$ cat config.mk
export PLATFORM = sky130hd
export DESIGN_NAME = remote_cmd_arbiter
export DESIGN_NICKNAME = d
export VERILOG_FILES = /design/src/rtl/remote_cmd_pkg.sv /design/src/rtl/remote_cmd_arbiter_rr_arbiter.sv /design/src/rtl/remote_cmd_arbiter.sv
export SDC_FILE = /design/constraint.sdc
export NUM_CORES = 1
export LEC_CHECK = 0
export ABC_AREA = 0
export CORE_MARGIN = 3
export CORE_UTILIZATION = 50
export DETAILED_ROUTE_END_ITERATION = 12
export GPL_ROUTABILITY_DRIVEN = 0
export HOLD_SLACK_MARGIN = 0.06
export PLACE_DENSITY = 0.8
export SETUP_SLACK_MARGIN = 0.15
export SYNTH_ARGS = -nofsm -noshare
export SYNTH_HDL_FRONTEND = slang
export SYNTH_SLANG_ARGS = --single-unit
$ cat constraint.sdc
create_clock -name clk -period 2.4 [get_ports clk]
set_input_delay 0.48 -clock clk [delete_from_list [all_inputs] [get_ports clk]]
set_output_delay 0.48 -clock clk [all_outputs]
set_load 0.005 [all_outputs]
$ cat src/rtl/remote_cmd_pkg.sv
// Shared types and constants for the remote-command arbiter.
//   state_t      : arbiter FSM states
//   POS_ACK_DEF  : default response byte meaning success
package remote_cmd_pkg;

  typedef enum logic [2:0] {
    IDLE,
    SEND,
    WAIT_SENT,
    WAIT_RESP,
    DONE
  } state_t;

  localparam logic [7:0] POS_ACK_DEF = 8'hA5;

endpackage

$ cat src/rtl/remote_cmd_arbiter_rr_arbiter.sv
// Combinational round-robin picker.
// Ports:
//   req       in   NUM_REQ  request vector
//   ptr       in   IW       index of the most recently granted requester
//   grant     out  NUM_REQ  one-hot grant (all zero when no request)
//   grant_idx out  IW       index of the granted requester
//   any       out  1        at least one request present
// The search starts at ptr+1 and wraps, so the last winner has lowest priority.
module rr_arbiter #(
  parameter int NUM_REQ = 2,
  localparam int IW = (NUM_REQ > 1) ? $clog2(NUM_REQ) : 1
) (
  input  logic [NUM_REQ-1:0] req,
  input  logic [IW-1:0]      ptr,
  output logic [NUM_REQ-1:0] grant,
  output logic [IW-1:0]      grant_idx,
  output logic               any
);

  always_comb begin
    int         pos;
    logic [IW-1:0] idx;
    grant     = '0;
    grant_idx = '0;
    any       = 1'b0;
    pos       = 0;
    idx       = '0;
    for (int k = 1; k <= NUM_REQ; k++) begin
      pos = int'(ptr) + k;
      if (pos >= NUM_REQ) pos = pos - NUM_REQ;
      idx = IW'(pos);
      if (!any && req[idx]) begin
        any        = 1'b1;
        grant_idx  = idx;
        grant[idx] = 1'b1;
      end
    end
  end

endmodule

$ cat src/rtl/remote_cmd_arbiter.sv
// Shares one remote-command link among NUM_REQ requesters. Round-robin grant,
// one command in flight, retry on NACK or timeout, per-requester done pulse.
// Ports:
//   clk, rst_n    clock, asynchronous active-low reset
//   req           level request per requester, held until its done pulse
//   req_cmd       16-bit command of requester i at [16*i +: 16]
//   done          one-cycle pulse to the granted requester at transaction end
//   ok            with done: POS_ACK received
//   timed_out     with done: final attempt ended by timeout
//   last_resp     with done: last response byte (00 if none arrived)
//   busy          high from SEND through DONE
//   send_cmd      one-cycle pulse to the link, cmd valid
//   cmd           latched command, stable for the whole transaction
//   cmd_sent      link: both command bytes transmitted (level)
//   resp_rdy      link: response byte valid (level)
//   resp          link: response byte
//   clr_resp_rdy  one-cycle pulse clearing resp_rdy in the link
// All outputs are registered and become visible in the state that owns them:
// send_cmd/clr_resp_rdy during SEND, done/ok/timed_out/last_resp during DONE.
// Because done is seen during DONE, a requester drops req before IDLE samples it.
module remote_cmd_arbiter
  import remote_cmd_pkg::*;
#(
  parameter int         NUM_REQ        = 2,
  parameter int         TIMEOUT_CYCLES = 1_000_000,
  parameter int         MAX_RETRY      = 2,
  parameter logic [7:0] POS_ACK        = POS_ACK_DEF
) (
  input  logic                   clk,
  input  logic                   rst_n,
  input  logic [NUM_REQ-1:0]     req,
  input  logic [16*NUM_REQ-1:0]  req_cmd,
  output logic [NUM_REQ-1:0]     done,
  output logic                   ok,
  output logic                   timed_out,
  output logic [7:0]             last_resp,
  output logic                   busy,
  output logic                   send_cmd,
  output logic [15:0]            cmd,
  input  logic                   cmd_sent,
  input  logic                   resp_rdy,
  input  logic [7:0]             resp,
  output logic                   clr_resp_rdy
);

  localparam int IW = (NUM_REQ > 1) ? $clog2(NUM_REQ) : 1;
  localparam int TW = $clog2(TIMEOUT_CYCLES + 1);
  localparam int RW = (MAX_RETRY > 0) ? $clog2(MAX_RETRY + 1) : 1;
  localparam logic [TW-1:0] TIMER_LAST = TW'(TIMEOUT_CYCLES - 1);
  localparam logic [RW-1:0] RETRY_MAX  = RW'(MAX_RETRY);

  state_t              state;
  logic [IW-1:0]       ptr;
  logic [NUM_REQ-1:0]  grant_reg;
  logic [TW-1:0]       timer;
  logic [RW-1:0]       retry_cnt;
  logic [7:0]          resp_reg;

  logic [NUM_REQ-1:0]  arb_grant;
  logic [IW-1:0]       arb_idx;
  logic                arb_any;

  rr_arbiter #(.NUM_REQ(NUM_REQ)) u_rr (
    .req       (req),
    .ptr       (ptr),
    .grant     (arb_grant),
    .grant_idx (arb_idx),
    .any       (arb_any)
  );

  // An attempt ends on a response or on the last timer cycle; when both
  // happen together the response wins (tmo is masked by resp_rdy).
  logic waiting, rx, tmo, is_ack, can_retry;
  assign waiting   = (state == WAIT_SENT) || (state == WAIT_RESP);
  assign rx        = waiting && resp_rdy;
  assign tmo       = waiting && !resp_rdy && (timer == TIMER_LAST);
  assign is_ack    = (resp == POS_ACK);
  assign can_retry = (retry_cnt < RETRY_MAX);

  always_ff @(posedge clk or negedge rst_n) begin
    if (!rst_n) begin
      state        <= IDLE;
      ptr          <= IW'(NUM_REQ - 1);
      grant_reg    <= '0;
      timer        <= '0;
      retry_cnt    <= '0;
      resp_reg     <= '0;
      done         <= '0;
      ok           <= 1'b0;
      timed_out    <= 1'b0;
      last_resp    <= '0;
      busy         <= 1'b0;
      send_cmd     <= 1'b0;
      cmd          <= '0;
      clr_resp_rdy <= 1'b0;
    end else begin
      send_cmd     <= 1'b0;
      clr_resp_rdy <= 1'b0;
      done         <= '0;
      case (state)
        IDLE: begin
          if (arb_any) begin
            grant_reg    <= arb_grant;
            ptr          <= arb_idx;
            cmd          <= req_cmd[16*arb_idx +: 16];
            retry_cnt    <= '0;
            resp_reg     <= '0;
            send_cmd     <= 1'b1;
            clr_resp_rdy <= 1'b1;
            busy         <= 1'b1;
            state        <= SEND;
          end
        end
        SEND: begin
          timer <= '0;
          state <= WAIT_SENT;
        end
        WAIT_SENT, WAIT_RESP: begin
          timer <= timer + TW'(1);
          if (state == WAIT_SENT && cmd_sent) state <= WAIT_RESP;
          if (rx) begin
            clr_resp_rdy <= 1'b1;
            resp_reg     <= resp;
          end
          if (rx && is_ack) begin
            done      <= grant_reg;
            ok        <= 1'b1;
            timed_out <= 1'b0;
            last_resp <= resp;
            state     <= DONE;
          end else if (rx || tmo) begin
            if (can_retry) begin
              // Re-send the latched cmd; the SEND clr pulse flushes any stale resp_rdy.
              retry_cnt    <= retry_cnt + RW'(1);
              send_cmd     <= 1'b1;
              clr_resp_rdy <= 1'b1;
              state        <= SEND;
            end else begin
              done      <= grant_reg;
              ok        <= 1'b0;
              timed_out <= tmo;
              last_resp <= rx ? resp : resp_reg;
              state     <= DONE;
            end
          end
        end
        DONE: begin
          busy  <= 1'b0;
          state <= IDLE;
        end
        default: state <= IDLE;
      endcase
    end
  end

endmodule

Yosys cells after proc, flatten, opt, wreduce, memory -nomap -nowiden
Cells that the tools add are included.
W data, S select, Z words.

cells by class
  add/sub/neg operators = 6
  multiply operators = 0
  div/mod/pow operators = 0
  order comparisons = 7
  eq/ne operators = 12
  shifts and indexed selects = 1
  mux-type cells = 56
  bitwise logic cells = 1
  reduce and logical (&&, ||, !) cells = 24

operators by type and width
  operator                 number
  $mux W8                  5
  $pmux W20 S2             1
  $shiftx A32 B6 Y16       1
  $mux W1                  27
  $add A20 B1 Y20 const B  1
  $eq A20 B20 Y1 const B   1
  $mux W2                  10
  $pmux W8 S2              1
  $mux W3                  5
  $pmux W3 S3              1
  $eq A8 B8 Y1 const B     1
  $logic_and A1 B1 Y1      8
  $ne A2 B2 Y1 const B     4
  $reduce_and A2 Y1        4
  $reduce_bool A2 Y1       4
  $eq A3 B2 Y1 const B     2
  $pmux W1 S2              3
  $reduce_and A5 Y1        1
  $lt A1 B2 Y1 const B     2
  $ne A4 B4 Y1 const B     1
  $pmux W2 S2              1
  $add A1 B2 Y3 const B    1
  $eq A3 B1 Y1 const B     1
  $eq A3 B3 Y1 const B     1
  15 further kinds         20

word-level totals
  bits in registers = 67
  bits in latches = 0
  memory bits (writable) = 0
  ROM bits = 0
  bits of input ports = 46
  output and inout port bits = 31
  logic and storage cells = 121
  memories = 0

Depth between registers and ports, before layout
Gate-level depths: netlist (run 1).

  word-level depth = 11
  gate-level depth with buffers = 9
  gate-level depth less buffers = 6

By module
A second synthesis (run 1) with hierarchy kept.

second synthesis, totals
  cell total of the unflattened synthesis = 338
  area total of the unflattened synthesis = 3320.7 um^2

modules (own cells, without submodules)
  module              times used  cells each  area an instance (um^2)  sequential area each (um^2)
  remote_cmd_arbiter  1           333         3288.2                   1677.9
  rr_arbiter          1           5           32.5                     0.0

Worst setup path after synthesis (run 1)
OpenSTA, ideal clock, no wires.

  path type = register -> register
  start point = reg timer[0]
  end point = reg last_resp[1]
  library setup time = 0.123 ns
  data arrival time = 1.736 ns
  setup slack = 0.542 ns
  cell stages (with the launch flop) = 7
  cell sequence = dfrtp_1 > ha_1 > nand4_4 > nor4_4 > nand2_1 > or3_1 > o221a_2

between the ends
  word-level cells in the longest chain between the ends = 5

ends and longest elaborated chain
  element                       line                       source
  start, declared               remote_cmd_arbiter.sv:55   logic [TW-1:0] timer;
  start signal, assigned        remote_cmd_arbiter.sv:119  timer <= timer + TW'(1);
  $eq A20 B20 Y1                remote_cmd_arbiter.sv:76   assign tmo = waiting && !resp_rdy && (timer == TIMER_LAST);
  $logic_and A1 B1 Y1           remote_cmd_arbiter.sv:76
  $logic_or A1 B1 Y1            remote_cmd_arbiter.sv:131  end else if (rx || tmo) begin
  $reduce_bool A2 Y1 (no line)  -
  $reduce_and A3 Y1 (no line)   -
  end signal, assigned          remote_cmd_arbiter.sv:129  last_resp <= resp;
  end signal, assigned          remote_cmd_arbiter.sv:142  last_resp <= rx ? resp : resp_reg;
  end, declared                 remote_cmd_arbiter.sv:36   output logic [7:0] last_resp,

No other way between the ends.
A chain may end at the register's enable or synchronous reset.

Final worst setup path (run 1)
  start point = reg timer[1]
  end point = reg last_resp[1]

The elaborated chain is that of the path after synthesis.

==> results of run 1 <==
-- metal layers --
layer | wire length, um | vias up
li1 | - | 1346
met1 | 3360 | 1345
met2 | 3710 | 113
met3 | 603 | 11
met4 | 91 | 0
met5 | 0 | -
-- worst max-delay path, cell delays in order, from the launching register on --
cell and delay (ps):
dfrtp_1 420, ha_1 280, nand4_4 170, nor4_4 370
nand2_1 210, or3_1 380, o221a_2 120
-- placed cells by master (no fill, tap or decap), types with 2 or more instances in the layout --
master / Yosys / routed
a22o_1: 2 / 2
buf_4: 1 / 10
a21oi_1: 8 / 8
nor2b_1: 2 / 2
and4_1: 2 / 2
o22ai_1: 8 / 8
nand4_1: 6 / 6
and2_1: 6 / 6
o211ai_1: 4 / 4
nand2b_1: 2 / 2
buf_12: 0 / 3
bufinv_16: 0 / 2
nand2_1: 61 / 61
clkinvlp_4: 0 / 2
o311ai_0: 2 / 2
or4_1: 2 / 2
mux2i_1: 19 / 19
dfrtp_1: 66 / 66
o31ai_1: 2 / 2
clkbuf_8: 0 / 10
nand3_1: 18 / 18
nand4bb_1: 2 / 2
or2_2: 2 / 2
a2bb2oi_2: 5 / 5
clkdlybuf4s50_1: 0 / 75
o41ai_1: 2 / 2
o21ai_0: 39 / 39
a2bb2oi_1: 2 / 2
a31oi_1: 2 / 2
nor2_1: 14 / 14
inv_1: 4 / 4
-- cells by family (layout without fill, tap and decap cells) --
| group | after synthesis | after routing |
|---|---|---|
| simple gates | 130 | 130 |
| compound gates | 86 | 86 |
| flops | 67 | 67 |
| buf+inv | 21 | 109 |
| mux | 19 | 19 |
| fa+ha+maj | 1 | 1 |
| xor+xnor | 1 | 1 |
-- how the worst min path moves through the flow --
| stage | startpoint | endpoint | slack (ps) |
|---|---|---|---|
| 5_1_grt | rst_n | grant_reg[1]$_DFFE_PN0P_ | 230 |
| 4_1_cts | rst_n | state[0]$_DFFE_PN0P_ | 200 |
| 2_1_floorplan | rst_n | busy$_DFFE_PN0P_ | 180 |
| 6_report | rst_n | grant_reg[1]$_DFFE_PN0P_ | 190 |
| 3_5_place_dp | cmd[14]$_DFFE_PN0P_ | cmd[14]$_DFFE_PN0P_ | 470 |
| 3_3_place_gp | cmd[10]$_DFFE_PN0P_ | cmd[10]$_DFFE_PN0P_ | 460 |
-- where the power goes --
part           switching (mW)  total, mW  leakage, nW  internal (mW)
sequential              0.281       1.79        0.850           1.51
combinational           0.824       1.73        0.946          0.907
clock                   0.445       1.06        0.108          0.613
-- final cells by class --
type                    count  share of cell area
multi-input cells         237              0.3395
well taps                  75             0.02134
repair buffers             89              0.2026
flip-flops and latches     67              0.3816
clock buffers              10             0.03130
inverters                   4            0.003415
clock inverters             6             0.02020
-- what timing repair did --
action | in CTS | in global routing
setup buffers | 0 | 2
endpoints found under the hold margin | 0 | 0
resized for setup | 1 | 0
pin swaps | 0 | 2
setup endpoints to repair | 1 | 6
-- metrics by stage --
step                utilization  instance area, um2  worst slack, ps  hold WS (ps)  power (mW)
floorplan                     -                3248            541.8         184.4       2.657
CTS                      0.7167                4369            249.0         199.2       4.607
global route             0.7213                4397            184.4         225.4       4.889
detailed placement       0.6784                4135            115.0         470.1       3.516
global placement         0.6784                4135            149.1         460.8       3.460
finish                   0.7213                4397            341.6         187.3       4.577
==> flow_metrics.tcl, run 1 <==
set metrics [dict create \
    outcome "complete, no violations" \
    rr_worst_depth 6 \
    die_h_um 86.60 \
    cts_hold_buf 0 \
    finalHoldViolCount 0 \
    synth_top_family_by_area "simple AND/OR/NAND/NOR gates" \
    largest_register_ffs 20 \
    grt_overflow_total 0 \
    seq_area_frac_synth 0.5166 \
    endpoint "last_resp[1]$_DFFE_PN0P_" \
    synthTopCellsByCount "66 x dfrtp_1, 61 x nand2_1, 39 x o21ai_0, 19 x mux2i_1, 18 x nand3_1" \
    top_usage_layer "met2" \
    max-clock-path-buffers 2 \
    leakage_nw 1.905 \
    ys.flop_type "dfrtp_1" \
    placed_cells 470 \
    worst_pin_slew_ps 700.7 \
    area_growth_pct 35.36 \
    numPortBuffers 76 \
    async_flop_share 1.000 \
    hold_class "primary input to async pin" \
    fin_crit_sh 0.8577 \
    dp_hpwl_um 5357 \
    finalMaxSlewViolations 0 \
    cts_tree "done" \
    synthAdderAreaFrac 0.003852 \
    io_pins 77 \
    synthTopCellsByArea "dfrtp_1 51%, nand2_1 7.0%, o21ai_0 6.0%, mux2i_1 5.9%, nand3_1 2.8%" \
    grt_pass1_wl_um 13010 \
    cp-start-kind "register" \
    required_ps 2630 \
    dieArea_um2 7500 \
    routed_wirelength_um 7765 \
    clock.fmax_mhz 485.8 \
    use_met3 0.06084 \
    criticalPathCategory "register to register" \
    synth_mux_area_frac 0.05855 \
    ys_types 54 \
    cp_data_arrival_time_ps 2290 \
    grt_max_degree 36 \
    power_density_nw_per_um2 1041 \
    core_area_um2 6096 \
    drc 0 \
    fin_crit_ps 2058 \
    largestRegisters "timer: 20 flops, cmd: 16 flops" \
    synth_top_cell_by_area "dfrtp_1" \
    r2r_slack_ps 340 \
    met1_usage 0.2889 \
    rsz0062_at_grt "false" \
    cp-end-kind "register" \
    drt_iter0_drc 241 \
    fin_cells 488 \
    start_util 0.5328 \
    worstReg2RegEnd "last_resp[1]$_DFFE_PN0P_" \
    root_buffer "clkbuf_8" \
    num_vias 2815 \
    firstDrtPassIters 4 \
    syn_inst 325 \
    yosys.area_share.simple 0.2092 \
    grt_use_total 0.2208 \
    ys_seq_elements 67 \
    synth_compound_area_frac 0.1818 \
    peakVddDrop_mv 0.7503 \
    ant_nets 0 \
    antenna_cells 0 \
    met2_usage 0.3477 \
    relSlewSlack 0.5328 \
    worstSkewPairLatency_ps 340 \
    antenna_found_initial 0 \
    fin_skew_ps 8.614 \
    tns_ps 0 \
    die-width_um 86.60 \
    synth.net_count 372 \
    cap_viol_max_count 0 \
    drive_gt1_frac 0.1211 \
    synth_top_area_frac 0.5085 \
    path_max_fanout 5 \
    synth.avg_cell_area_um2 9.994 \
    multi_input_area_um2 1493 \
    finalSetupViolCount 0 \
    seq_area_um2 1678 \
    wl_per_cell_um 15.91 \
    via_per_inst 5.768 \
    yosysWarnings 0 \
    synth_area_um2 3248 \
    synthXorXnorAreaFrac 0.002696 \
    rows 28 \
    num-fill-cells 456 \
    grt_pass1_vias 2800 \
    synth_most_common_cell "dfrtp_1" \
    r2r_start "timer[1]$_DFFE_PN0P_" \
    clkSlewWorstSetupHoldPaths_ps 80 \
    htreeDepth 3 \
    largest-register "timer" \
    numCtsBuffers 9 \
    cts_sinks 67 \
    fin_nets 455 \
    synth_edf_count 0 \
    critPathLaunch "timer[1]$_DFFE_PN0P_" \
]
Note: power is estimated with default switching activity, not from simulation.
==> run 2: changes to the inputs <==
- CAP_MARGIN: not set -> 25
==> results of run 2 <==
Same layout as run 1: the final DEF is identical, and so are final timing and power.
